**src/rtl/vga_axil_pkg.sv**
```systemverilog
// Shared AXI4-Lite types and the address decoder for the VGA control-plane register file.
package vga_axil_pkg;

  localparam int unsigned AXIL_ADDR_W = 32;
  localparam int unsigned AXIL_DATA_W = 32;
  localparam int unsigned MAX_REGS    = 256;
  localparam int unsigned IDX_W       = 8;

  typedef logic [AXIL_ADDR_W-1:0] axil_addr_t;
  typedef logic [AXIL_DATA_W-1:0] axil_data_t;

  typedef enum logic [1:0] {
    RESP_OKAY   = 2'd0,
    RESP_EXOKAY = 2'd1,
    RESP_SLVERR = 2'd2,
    RESP_DECERR = 2'd3
  } axil_resp_e;

  typedef logic [1:0] axil_resp_t;

  typedef logic [MAX_REGS-1:0] ro_mask_t;

  typedef struct packed {
    logic [IDX_W-1:0] idx;
    axil_resp_e       resp;
  } axil_dec_t;

  // Word index plus response; anything past the last register (including upper bits) is DECERR.
  function automatic axil_dec_t axil_decode(input logic [63:0] addr,
                                            input int unsigned num_regs,
                                            input ro_mask_t ro_mask);
    axil_dec_t   dec;
    logic [63:0] word;
    word     = addr >> 2;
    dec.idx  = '0;
    dec.resp = RESP_DECERR;
    if (word < 64'(num_regs)) begin
      dec.idx  = IDX_W'(word);
      dec.resp = ro_mask[dec.idx] ? RESP_SLVERR : RESP_OKAY;
    end
    return dec;
  endfunction

endpackage

```
**src/rtl/vga_axil_regfile_if.sv**
```systemverilog
// AXI4-Lite bus bundle between the VGA control-plane master and the register file.
interface vga_axil_regfile_if #(
  parameter int unsigned ADDR_W = 32,
  parameter int unsigned DATA_W = 32
);
  import vga_axil_pkg::*;

  localparam int unsigned STRB_W = DATA_W / 8;

  logic [ADDR_W-1:0] awaddr;
  logic              awvalid;
  logic              awready;
  logic [DATA_W-1:0] wdata;
  logic [STRB_W-1:0] wstrb;
  logic              wvalid;
  logic              wready;
  axil_resp_t        bresp;
  logic              bvalid;
  logic              bready;
  logic [ADDR_W-1:0] araddr;
  logic              arvalid;
  logic              arready;
  logic [DATA_W-1:0] rdata;
  axil_resp_t        rresp;
  logic              rvalid;
  logic              rready;

  modport slave (
    input  awaddr, awvalid, output awready,
    input  wdata, wstrb, wvalid, output wready,
    output bresp, bvalid, input bready,
    input  araddr, arvalid, output arready,
    output rdata, rresp, rvalid, input rready
  );

  modport master (
    output awaddr, awvalid, input awready,
    output wdata, wstrb, wvalid, input wready,
    input  bresp, bvalid, output bready,
    output araddr, arvalid, input arready,
    input  rdata, rresp, rvalid, output rready
  );

endinterface

```
**src/rtl/vga_axil_regfile_wr_ctrl.sv**
```systemverilog
// AW/W capture and B-channel control; emits a single-cycle commit with the merged address/data.
// Optional assertions under VGA_AXIL_REGFILE_SVA_EN.
module vga_axil_regfile_wr_ctrl
  import vga_axil_pkg::*;
#(
  parameter int unsigned ADDR_W = 32,
  parameter int unsigned DATA_W = 32
) (
  input  logic                clk,
  input  logic                arst_n,
  vga_axil_regfile_if.slave   axi,
  input  axil_resp_t          wr_resp_i,
  output logic                commit_c,
  output logic [ADDR_W-1:0]   wr_addr_c,
  output logic [DATA_W-1:0]   wr_data_c,
  output logic [DATA_W/8-1:0] wr_strb_c
);

  localparam int unsigned STRB_W = DATA_W / 8;

  logic              aw_held_q, aw_held_d;
  logic              w_held_q,  w_held_d;
  logic              awready_q, awready_d;
  logic              wready_q,  wready_d;
  logic              bvalid_q,  bvalid_d;
  axil_resp_t        bresp_q,   bresp_d;
  logic [ADDR_W-1:0] awaddr_q,  awaddr_d;
  logic [DATA_W-1:0] wdata_q,   wdata_d;
  logic [STRB_W-1:0] wstrb_q,   wstrb_d;

  logic aw_hs, w_hs, b_hs;

  assign aw_hs = axi.awvalid && awready_q;
  assign w_hs  = axi.wvalid  && wready_q;
  assign b_hs  = bvalid_q    && axi.bready;

  // Commit once both halves are available; bvalid blocks a second commit of the same pair.
  assign commit_c  = (aw_held_q || aw_hs) && (w_held_q || w_hs) && !bvalid_q;
  assign wr_addr_c = aw_held_q ? awaddr_q : axi.awaddr;
  assign wr_data_c = w_held_q  ? wdata_q  : axi.wdata;
  assign wr_strb_c = w_held_q  ? wstrb_q  : axi.wstrb;

  always_comb begin
    aw_held_d = aw_held_q;
    w_held_d  = w_held_q;
    bvalid_d  = bvalid_q;
    bresp_d   = bresp_q;
    awaddr_d  = awaddr_q;
    wdata_d   = wdata_q;
    wstrb_d   = wstrb_q;
    if (aw_hs) begin
      aw_held_d = 1'b1;
      awaddr_d  = axi.awaddr;
    end
    if (w_hs) begin
      w_held_d = 1'b1;
      wdata_d  = axi.wdata;
      wstrb_d  = axi.wstrb;
    end
    if (commit_c) begin
      bvalid_d = 1'b1;
      bresp_d  = wr_resp_i;
    end
    if (b_hs) begin
      aw_held_d = 1'b0;
      w_held_d  = 1'b0;
      bvalid_d  = 1'b0;
    end
    awready_d = !aw_held_d && !bvalid_d;
    wready_d  = !w_held_d  && !bvalid_d;
  end

  always_ff @(posedge clk or negedge arst_n) begin
    if (!arst_n) begin
      aw_held_q <= 1'b0;
      w_held_q  <= 1'b0;
      awready_q <= 1'b0;
      wready_q  <= 1'b0;
      bvalid_q  <= 1'b0;
      bresp_q   <= '0;
      awaddr_q  <= '0;
      wdata_q   <= '0;
      wstrb_q   <= '0;
    end else begin
      aw_held_q <= aw_held_d;
      w_held_q  <= w_held_d;
      awready_q <= awready_d;
      wready_q  <= wready_d;
      bvalid_q  <= bvalid_d;
      bresp_q   <= bresp_d;
      awaddr_q  <= awaddr_d;
      wdata_q   <= wdata_d;
      wstrb_q   <= wstrb_d;
    end
  end

  assign axi.awready = awready_q;
  assign axi.wready  = wready_q;
  assign axi.bvalid  = bvalid_q;
  assign axi.bresp   = bresp_q;

`ifdef VGA_AXIL_REGFILE_SVA_EN
  a_b_src: assert property (@(posedge clk) disable iff (!arst_n)
    bvalid_q |-> (aw_held_q && w_held_q));
`endif

endmodule

```
**src/rtl/vga_axil_regfile.sv**
```systemverilog
// AXI4-Lite register file for the VGA control plane: read path, register array and write pulses.
// Optional assertions under VGA_AXIL_REGFILE_SVA_EN.
module vga_axil_regfile
  import vga_axil_pkg::*;
#(
  parameter int unsigned                NUM_REGS = 8,
  parameter int unsigned                ADDR_W   = 32,
  parameter int unsigned                DATA_W   = 32,
  parameter logic [NUM_REGS-1:0]        RO_MASK  = '0,
  parameter logic [NUM_REGS*DATA_W-1:0] RST_VAL  = '0
) (
  input  logic                         clk,
  input  logic                         arst_n,
  vga_axil_regfile_if.slave            axi,
  output logic [NUM_REGS*DATA_W-1:0]   ctrl_o,
  input  logic [NUM_REGS*DATA_W-1:0]   hw_status_i,
  output logic [NUM_REGS-1:0]          wr_pulse_o
);

  localparam int unsigned STRB_W      = DATA_W / 8;
  localparam ro_mask_t    RO_MASK_EXT = MAX_REGS'(RO_MASK);

  typedef logic [NUM_REGS-1:0][DATA_W-1:0] reg_array_t;

  reg_array_t          regs_q,     regs_d;
  logic [NUM_REGS-1:0] wr_pulse_q, wr_pulse_d;
  logic                arready_q,  arready_d;
  logic                rvalid_q,   rvalid_d;
  logic [DATA_W-1:0]   rdata_q,    rdata_d;
  axil_resp_t          rresp_q,    rresp_d;

  logic              commit_c;
  logic [ADDR_W-1:0] wr_addr_c;
  logic [DATA_W-1:0] wr_data_c;
  logic [STRB_W-1:0] wr_strb_c;
  axil_dec_t         dec_wr, dec_rd;
  axil_resp_t        wr_resp;
  logic [DATA_W-1:0] rd_word;
  logic              ar_hs;

  vga_axil_regfile_wr_ctrl #(
    .ADDR_W (ADDR_W),
    .DATA_W (DATA_W)
  ) u_wr_ctrl (
    .clk       (clk),
    .arst_n    (arst_n),
    .axi       (axi),
    .wr_resp_i (wr_resp),
    .commit_c  (commit_c),
    .wr_addr_c (wr_addr_c),
    .wr_data_c (wr_data_c),
    .wr_strb_c (wr_strb_c)
  );

  assign dec_wr  = axil_decode(64'(wr_addr_c), NUM_REGS, RO_MASK_EXT);
  assign dec_rd  = axil_decode(64'(axi.araddr), NUM_REGS, RO_MASK_EXT);
  assign wr_resp = axil_resp_t'(dec_wr.resp);
  assign ar_hs   = axi.arvalid && arready_q;

  // Byte-masked register update and the matching write pulse.
  always_comb begin
    regs_d     = regs_q;
    wr_pulse_d = '0;
    if (commit_c && dec_wr.resp == RESP_OKAY) begin
      for (int unsigned i = 0; i < NUM_REGS; i++) begin
        if (dec_wr.idx == IDX_W'(i)) begin
          wr_pulse_d[i] = 1'b1;
          for (int unsigned k = 0; k < STRB_W; k++) begin
            if (wr_strb_c[k]) regs_d[i][k*8 +: 8] = wr_data_c[k*8 +: 8];
          end
        end
      end
    end
  end

  // Read data comes from regs_q, so a same-cycle write is not visible to the read.
  always_comb begin
    rd_word = '0;
    if (dec_rd.resp != RESP_DECERR) begin
      for (int unsigned i = 0; i < NUM_REGS; i++) begin
        if (dec_rd.idx == IDX_W'(i)) begin
          rd_word = RO_MASK[i] ? hw_status_i[i*DATA_W +: DATA_W] : regs_q[i];
        end
      end
    end
    rvalid_d = rvalid_q;
    rdata_d  = rdata_q;
    rresp_d  = rresp_q;
    if (ar_hs) begin
      rvalid_d = 1'b1;
      rdata_d  = rd_word;
      rresp_d  = (dec_rd.resp == RESP_DECERR) ? RESP_DECERR : RESP_OKAY;
    end else if (rvalid_q && axi.rready) begin
      rvalid_d = 1'b0;
    end
    arready_d = !rvalid_d;
  end

  always_ff @(posedge clk or negedge arst_n) begin
    if (!arst_n) begin
      regs_q     <= RST_VAL;
      wr_pulse_q <= '0;
      arready_q  <= 1'b0;
      rvalid_q   <= 1'b0;
      rdata_q    <= '0;
      rresp_q    <= '0;
    end else begin
      regs_q     <= regs_d;
      wr_pulse_q <= wr_pulse_d;
      arready_q  <= arready_d;
      rvalid_q   <= rvalid_d;
      rdata_q    <= rdata_d;
      rresp_q    <= rresp_d;
    end
  end

  assign ctrl_o      = regs_q;
  assign wr_pulse_o  = wr_pulse_q;
  assign axi.arready = arready_q;
  assign axi.rvalid  = rvalid_q;
  assign axi.rdata   = rdata_q;
  assign axi.rresp   = rresp_q;

`ifdef VGA_AXIL_REGFILE_SVA_EN
  a_aw_stable: assert property (@(posedge clk) disable iff (!arst_n)
    axi.awvalid && !axi.awready |=> axi.awvalid && $stable(axi.awaddr));
  a_w_stable: assert property (@(posedge clk) disable iff (!arst_n)
    axi.wvalid && !axi.wready |=> axi.wvalid && $stable(axi.wdata) && $stable(axi.wstrb));
  a_ar_stable: assert property (@(posedge clk) disable iff (!arst_n)
    axi.arvalid && !axi.arready |=> axi.arvalid && $stable(axi.araddr));
  a_b_stable: assert property (@(posedge clk) disable iff (!arst_n)
    axi.bvalid && !axi.bready |=> axi.bvalid && $stable(axi.bresp));
  a_r_stable: assert property (@(posedge clk) disable iff (!arst_n)
    axi.rvalid && !axi.rready |=> axi.rvalid && $stable(axi.rdata) && $stable(axi.rresp));
  a_r_src: assert property (@(posedge clk) disable iff (!arst_n)
    $rose(axi.rvalid) |-> $past(axi.arvalid && axi.arready));
  a_pulse_onehot: assert property (@(posedge clk) disable iff (!arst_n)
    $onehot0(wr_pulse_o));
  a_rst_quiet: assert property (@(posedge clk)
    !arst_n |-> (!axi.awready && !axi.wready && !axi.arready && !axi.bvalid && !axi.rvalid &&
                 axi.bresp == '0 && axi.rresp == '0 && axi.rdata == '0 && wr_pulse_o == '0));
`endif

endmodule

```
**src/flat_wrapper.sv**
```systemverilog
// flat-port wrapper written by rule: the top's interface ports become plain ports
module vga_axil_regfile_flat import vga_axil_pkg::*;
#(
  parameter int unsigned                NUM_REGS = 8,
  parameter int unsigned                ADDR_W   = 32,
  parameter int unsigned                DATA_W   = 32,
  parameter logic [NUM_REGS-1:0]        RO_MASK  = '0,
  parameter logic [NUM_REGS*DATA_W-1:0] RST_VAL  = '0
)
  (clk, arst_n, ctrl_o, hw_status_i, wr_pulse_o, axi_awaddr, axi_awvalid, axi_awready, axi_wdata, axi_wstrb, axi_wvalid, axi_wready, axi_bresp, axi_bvalid, axi_bready, axi_araddr, axi_arvalid, axi_arready, axi_rdata, axi_rresp, axi_rvalid, axi_rready);
  vga_axil_regfile_if #(.ADDR_W(ADDR_W), .DATA_W(DATA_W)) axi_i ();
  input  logic clk;
  input  logic arst_n;
  output logic [NUM_REGS*DATA_W-1:0] ctrl_o;
  input  logic [NUM_REGS*DATA_W-1:0] hw_status_i;
  output logic [NUM_REGS-1:0] wr_pulse_o;
  input wire logic [$bits(axi_i.awaddr)-1:0] axi_awaddr;
  input wire logic [$bits(axi_i.awvalid)-1:0] axi_awvalid;
  output wire logic [$bits(axi_i.awready)-1:0] axi_awready;
  input wire logic [$bits(axi_i.wdata)-1:0] axi_wdata;
  input wire logic [$bits(axi_i.wstrb)-1:0] axi_wstrb;
  input wire logic [$bits(axi_i.wvalid)-1:0] axi_wvalid;
  output wire logic [$bits(axi_i.wready)-1:0] axi_wready;
  output wire logic [$bits(axi_i.bresp)-1:0] axi_bresp;
  output wire logic [$bits(axi_i.bvalid)-1:0] axi_bvalid;
  input wire logic [$bits(axi_i.bready)-1:0] axi_bready;
  input wire logic [$bits(axi_i.araddr)-1:0] axi_araddr;
  input wire logic [$bits(axi_i.arvalid)-1:0] axi_arvalid;
  output wire logic [$bits(axi_i.arready)-1:0] axi_arready;
  output wire logic [$bits(axi_i.rdata)-1:0] axi_rdata;
  output wire logic [$bits(axi_i.rresp)-1:0] axi_rresp;
  output wire logic [$bits(axi_i.rvalid)-1:0] axi_rvalid;
  input wire logic [$bits(axi_i.rready)-1:0] axi_rready;
  assign axi_i.awaddr = axi_awaddr;
  assign axi_i.awvalid = axi_awvalid;
  assign axi_awready = axi_i.awready;
  assign axi_i.wdata = axi_wdata;
  assign axi_i.wstrb = axi_wstrb;
  assign axi_i.wvalid = axi_wvalid;
  assign axi_wready = axi_i.wready;
  assign axi_bresp = axi_i.bresp;
  assign axi_bvalid = axi_i.bvalid;
  assign axi_i.bready = axi_bready;
  assign axi_i.araddr = axi_araddr;
  assign axi_i.arvalid = axi_arvalid;
  assign axi_arready = axi_i.arready;
  assign axi_rdata = axi_i.rdata;
  assign axi_rresp = axi_i.rresp;
  assign axi_rvalid = axi_i.rvalid;
  assign axi_i.rready = axi_rready;
  vga_axil_regfile #(.NUM_REGS(NUM_REGS), .ADDR_W(ADDR_W), .DATA_W(DATA_W), .RO_MASK(RO_MASK), .RST_VAL(RST_VAL)) u_core (.clk(clk), .arst_n(arst_n), .axi(axi_i), .ctrl_o(ctrl_o), .hw_status_i(hw_status_i), .wr_pulse_o(wr_pulse_o));
endmodule
```
**config.mk**
```make
export PLATFORM = sky130hd
export DESIGN_NAME = vga_axil_regfile_flat
export DESIGN_NICKNAME = d
export VERILOG_FILES = /design/src/rtl/vga_axil_pkg.sv /design/src/rtl/vga_axil_regfile_if.sv /design/src/rtl/vga_axil_regfile_wr_ctrl.sv /design/src/rtl/vga_axil_regfile.sv /design/src/flat_wrapper.sv
export SDC_FILE = /design/constraint.sdc
export NUM_CORES = 1
export LEC_CHECK = 0
export ABC_CLOCK_PERIOD_IN_PS = 3150
export CAP_MARGIN = 40
export CORE_AREA = 2 2 260 262
export CTS_BUF_LIST = sky130_fd_sc_hd__clkbuf_8
export DETAILED_ROUTE_END_ITERATION = 12
export DIE_AREA = 0 0 262 264
export GPL_ROUTABILITY_DRIVEN = 0
export HOLD_SLACK_MARGIN = 0.05
export PLACE_DENSITY = 0.53
export SLEW_MARGIN = 20
export SYNTH_ARGS = -nofsm -noshare
export SYNTH_HDL_FRONTEND = slang
export SYNTH_SLANG_ARGS = --single-unit
```
**constraint.sdc**
```tcl
create_clock -name clk -period 3.15 [get_ports clk]
set_input_delay 0.315 -clock clk [delete_from_list [all_inputs] [get_ports clk]]
set_output_delay 0.315 -clock clk [all_outputs]
set_load 0.03 [all_outputs]
```
==> metrics.txt <==
Reg clk slew, reported paths=0.06 ns; cell area power density=546 mW/mm2; Top delay family on crit path=simple AND/OR/NAND/NOR gates; Logic pwr share=0.195; initial drt markers=990; Crit path required time=3.63 ns; initial antenna violation count=7; Antenna Nets Post-Route=0; Avg WL per Cell=23.0 um; reg2reg path depth=7; fmax=384 MHz; fin crit period=2.60 ns; fillers=6,695; skew final=0.0285 ns; met3 usage=0.0590; Detailed Route WL=67,600 um; core area=0.0666 mm2; post-detail-place hpwl=47,700 um; register area=0.00929 mm2; Port Buf Inserts=407; Critical Path Slowest Stage Cell=dfrtp_1; Synth Instances=1,547; Post-synth ARST share=1.00; sequential share of power=0.433; Cell Int Power=8810 uW; status=complete, no violations; # setup viols final=0; LEAKAGE=0.00940 uW; hold_buf cts=1; Slew Viols, Final=0; DRT Pass-1 Iters=5; Non-Filler Instances=2,937; worst reg2reg startpoint=u_core.u_wr_ctrl.aw_held_q; crit-path max cell delay=0.56 ns; RSZ-0062 raised after global routing=false; GR Layer Usage met2=0.292; Via Count=14,600; reg2reg end=u_core.ctrl_o[26]; die width=262 um; register bit count reported by yosys=371; DR DRC count=0; clock share of power=0.372; TNS Setup=0 ns; Mapped Area=0.0164 mm2; Synth Net Count=1,910; share of layout cells above drive strength 1=0.148; global-route wire length before repair=97,900 um; Cell Count Post-Placement=2,810; clock latency on the worst-skew pair=0.65 ns; total clock sinks=371; Synth Warn #=0; Num CTS Buffers=72; Multi-input gate area=0.00671 mm2; class of the worst hold path=input pin to asynchronous set/reset pin; PostCTS Resize Cnt=0; GRT met1 Usage=0.256; CP startpoint kind=flip-flop; Max VDD drop=0.812 mV; initial core utilization=0.247; vias in the first global route=14,600; gr usage total=0.193; Critical Path End Type=flip-flop; pre-CTS setup slack=0.155 ns; Max-Cap Viols=0; Net Switching=3970 uW; die extent in y=264 um; die area=0.0692 mm2; most common flop cell mapped by yosys=dfrtp_1; post-synthesis cell type count=63; H-tree depth=3; CTS tree=built; area delta synth->final=42.4%; Post-synth EDFFs=0; final hold violation count=0; worst path cell trace=nor4_1, nand4_1, nor4_4, buf_12, o2111ai_2, nand2_1, o21ai_0; Synth top area share=0.565; Final WS setup=0.548 ns; Slew headroom=0.458; pin count of the biggest net entering global routing=85; top post-synthesis cells by area=dfrtp_1, nand2_1, o21ai_1, mux2_2, o21ai_0; Setup Fix Bufs, Post-CTS=0; Final Cycle Share=0.826; CTS root buf=clkbuf_8; Net Sw Frac=0.311; CTS max path bufs=3; final net count=2,376; path type of the worst setup path=flip-flop to flip-flop; GR peak layer=met2; CP Data Arrival Time=3.08 ns; Crit path buffers/inverters=1; CP Max Fanout=33; total I/O pin count=668; Least-Margin Pin Slew=0.791 ns; cell type with the largest total area after synthesis=dfrtp_1; Register-to-Register Setup Slack=0.55 ns; row count=95; sequential-to-total area share from yosys stat=0.565; mean post-synth cell area=10.6 um2; vias per cell=4.95; total grt overflow=0
-- sequential cells by signal, summed over array words and instances (netlist names) --
register	cells
u_core.axi.arready	1
u_core.axi.rdata	32
u_core.axi.rresp	1
u_core.axi.rvalid	1
u_core.ctrl_o	256
u_core.u_wr_ctrl.aw_held_q	1
u_core.u_wr_ctrl.awaddr_q	30
u_core.u_wr_ctrl.axi.awready	1
u_core.u_wr_ctrl.axi.bresp	1
u_core.u_wr_ctrl.axi.bvalid	1
u_core.u_wr_ctrl.axi.wready	1
u_core.u_wr_ctrl.w_held_q	1
u_core.u_wr_ctrl.wdata_q	32
u_core.u_wr_ctrl.wstrb_q	4
u_core.wr_pulse_o	8
-- metrics by stage --
stage | hold WS, ns | total power, uW | instance area [um2] | util
2_1_floorplan | 0.0194 | 7070 | 16400 | -
3_3_place_gp | 0.311 | 8040 | 22000 | 0.330
3_5_place_dp | 0.316 | 8140 | 22000 | 0.330
4_1_cts | 0.179 | 13000 | 23400 | 0.351
5_1_grt | 0.219 | 13500 | 23400 | 0.352
6_report | 0.223 | 12800 | 23400 | 0.352
-- cell usage after synthesis, types with 8 or more instances --
library cell,instances
a21oi_1,38
mux2_2,68
nor3b_1,8
a22o_1,27
clkbuf_1,45
nor2_1,44
dfrtp_1,371
a211oi_1,24
nand3_1,11
o2111ai_2,25
a2bb2oi_1,25
mux2i_1,38
nand2_1,285
o21ai_1,177
inv_1,9
o2bb2ai_1,24
nor4_1,14
o21ai_0,138
o221ai_1,27
buf_2,36
-- logic make-up after synthesis --
kind of cell,count (synthesis),share of synthesized area
compound gates,553,0.220
buf+inv,109,0.0320
flops,371,0.565
mux,106,0.0697
simple gates,408,0.113
-- final cells by class --
cell class,count,area share
Clock buffer,85,0.0500
Tap cell,873,0.0467
Antenna cell,3,0.000321
Timing Repair Buffer,492,0.209
Sequential cell,371,0.397
Clock inverter,37,0.00973
Multi-Input combinational cell,1067,0.287
Inverter,9,0.00144
-- per-layer routing --
| metal | vias up | wire length, um |
|---|---|---|
| met5 | - | 54 |
| met4 | 8 | 2060 |
| met3 | 123 | 6120 |
| met2 | 627 | 30100 |
| met1 | 7124 | 29300 |
| li1 | 6670 | - |
-- cells in the final DEF, fill, tap and decap left out, types with 5 or more instances in the layout --
cell	synthesis	final
buf_4	7	70
clkbuf_8	0	85
mux2_2	68	68
a211oi_1	24	24
nor3b_1	8	8
nand4_1	6	6
nor2_1	44	44
nor4_1	14	14
a22o_1	27	27
inv_1	9	34
nor4_4	3	5
nor3_1	6	5
o21ai_0	138	138
nand2_1	285	283
clkdlybuf4s50_1	0	405
o221ai_1	27	27
a2bb2oi_1	25	25
nand3_1	11	10
mux2i_1	38	38
buf_12	0	13
a21oi_1	38	38
dfrtp_1	371	370
o2bb2ai_1	24	24
o21ai_1	177	177
o2111ai_2	25	29
-- worst max-delay path by stage --
stage                                      from                    to  slack [ns]  depth (start not counted)
floorplan           u_core.u_wr_ctrl.axi.wready    u_core.ctrl_o[181]         1.0                          8
global placement                 axi_araddr[27]  u_core.axi.rdata[19]        0.26                          8
detailed placement               axi_araddr[14]  u_core.axi.rdata[19]        0.15                          9
CTS                  u_core.u_wr_ctrl.aw_held_q    u_core.ctrl_o[159]        0.42                          7
global route         u_core.u_wr_ctrl.aw_held_q     u_core.ctrl_o[26]        0.26                          7
finish               u_core.u_wr_ctrl.aw_held_q     u_core.ctrl_o[26]        0.55                          7
-- power by group through the flow --
stage	logic (uW)	registers (uW)	clock network (uW)
6_report	2490	5540	4760
5_1_grt	2710	5590	5140
4_1_cts	2530	5540	4920
3_5_place_dp	2520	5620	0
3_3_place_gp	2460	5580	0
2_1_floorplan	1520	5550	0
Power figures use the tool's default switching activity.
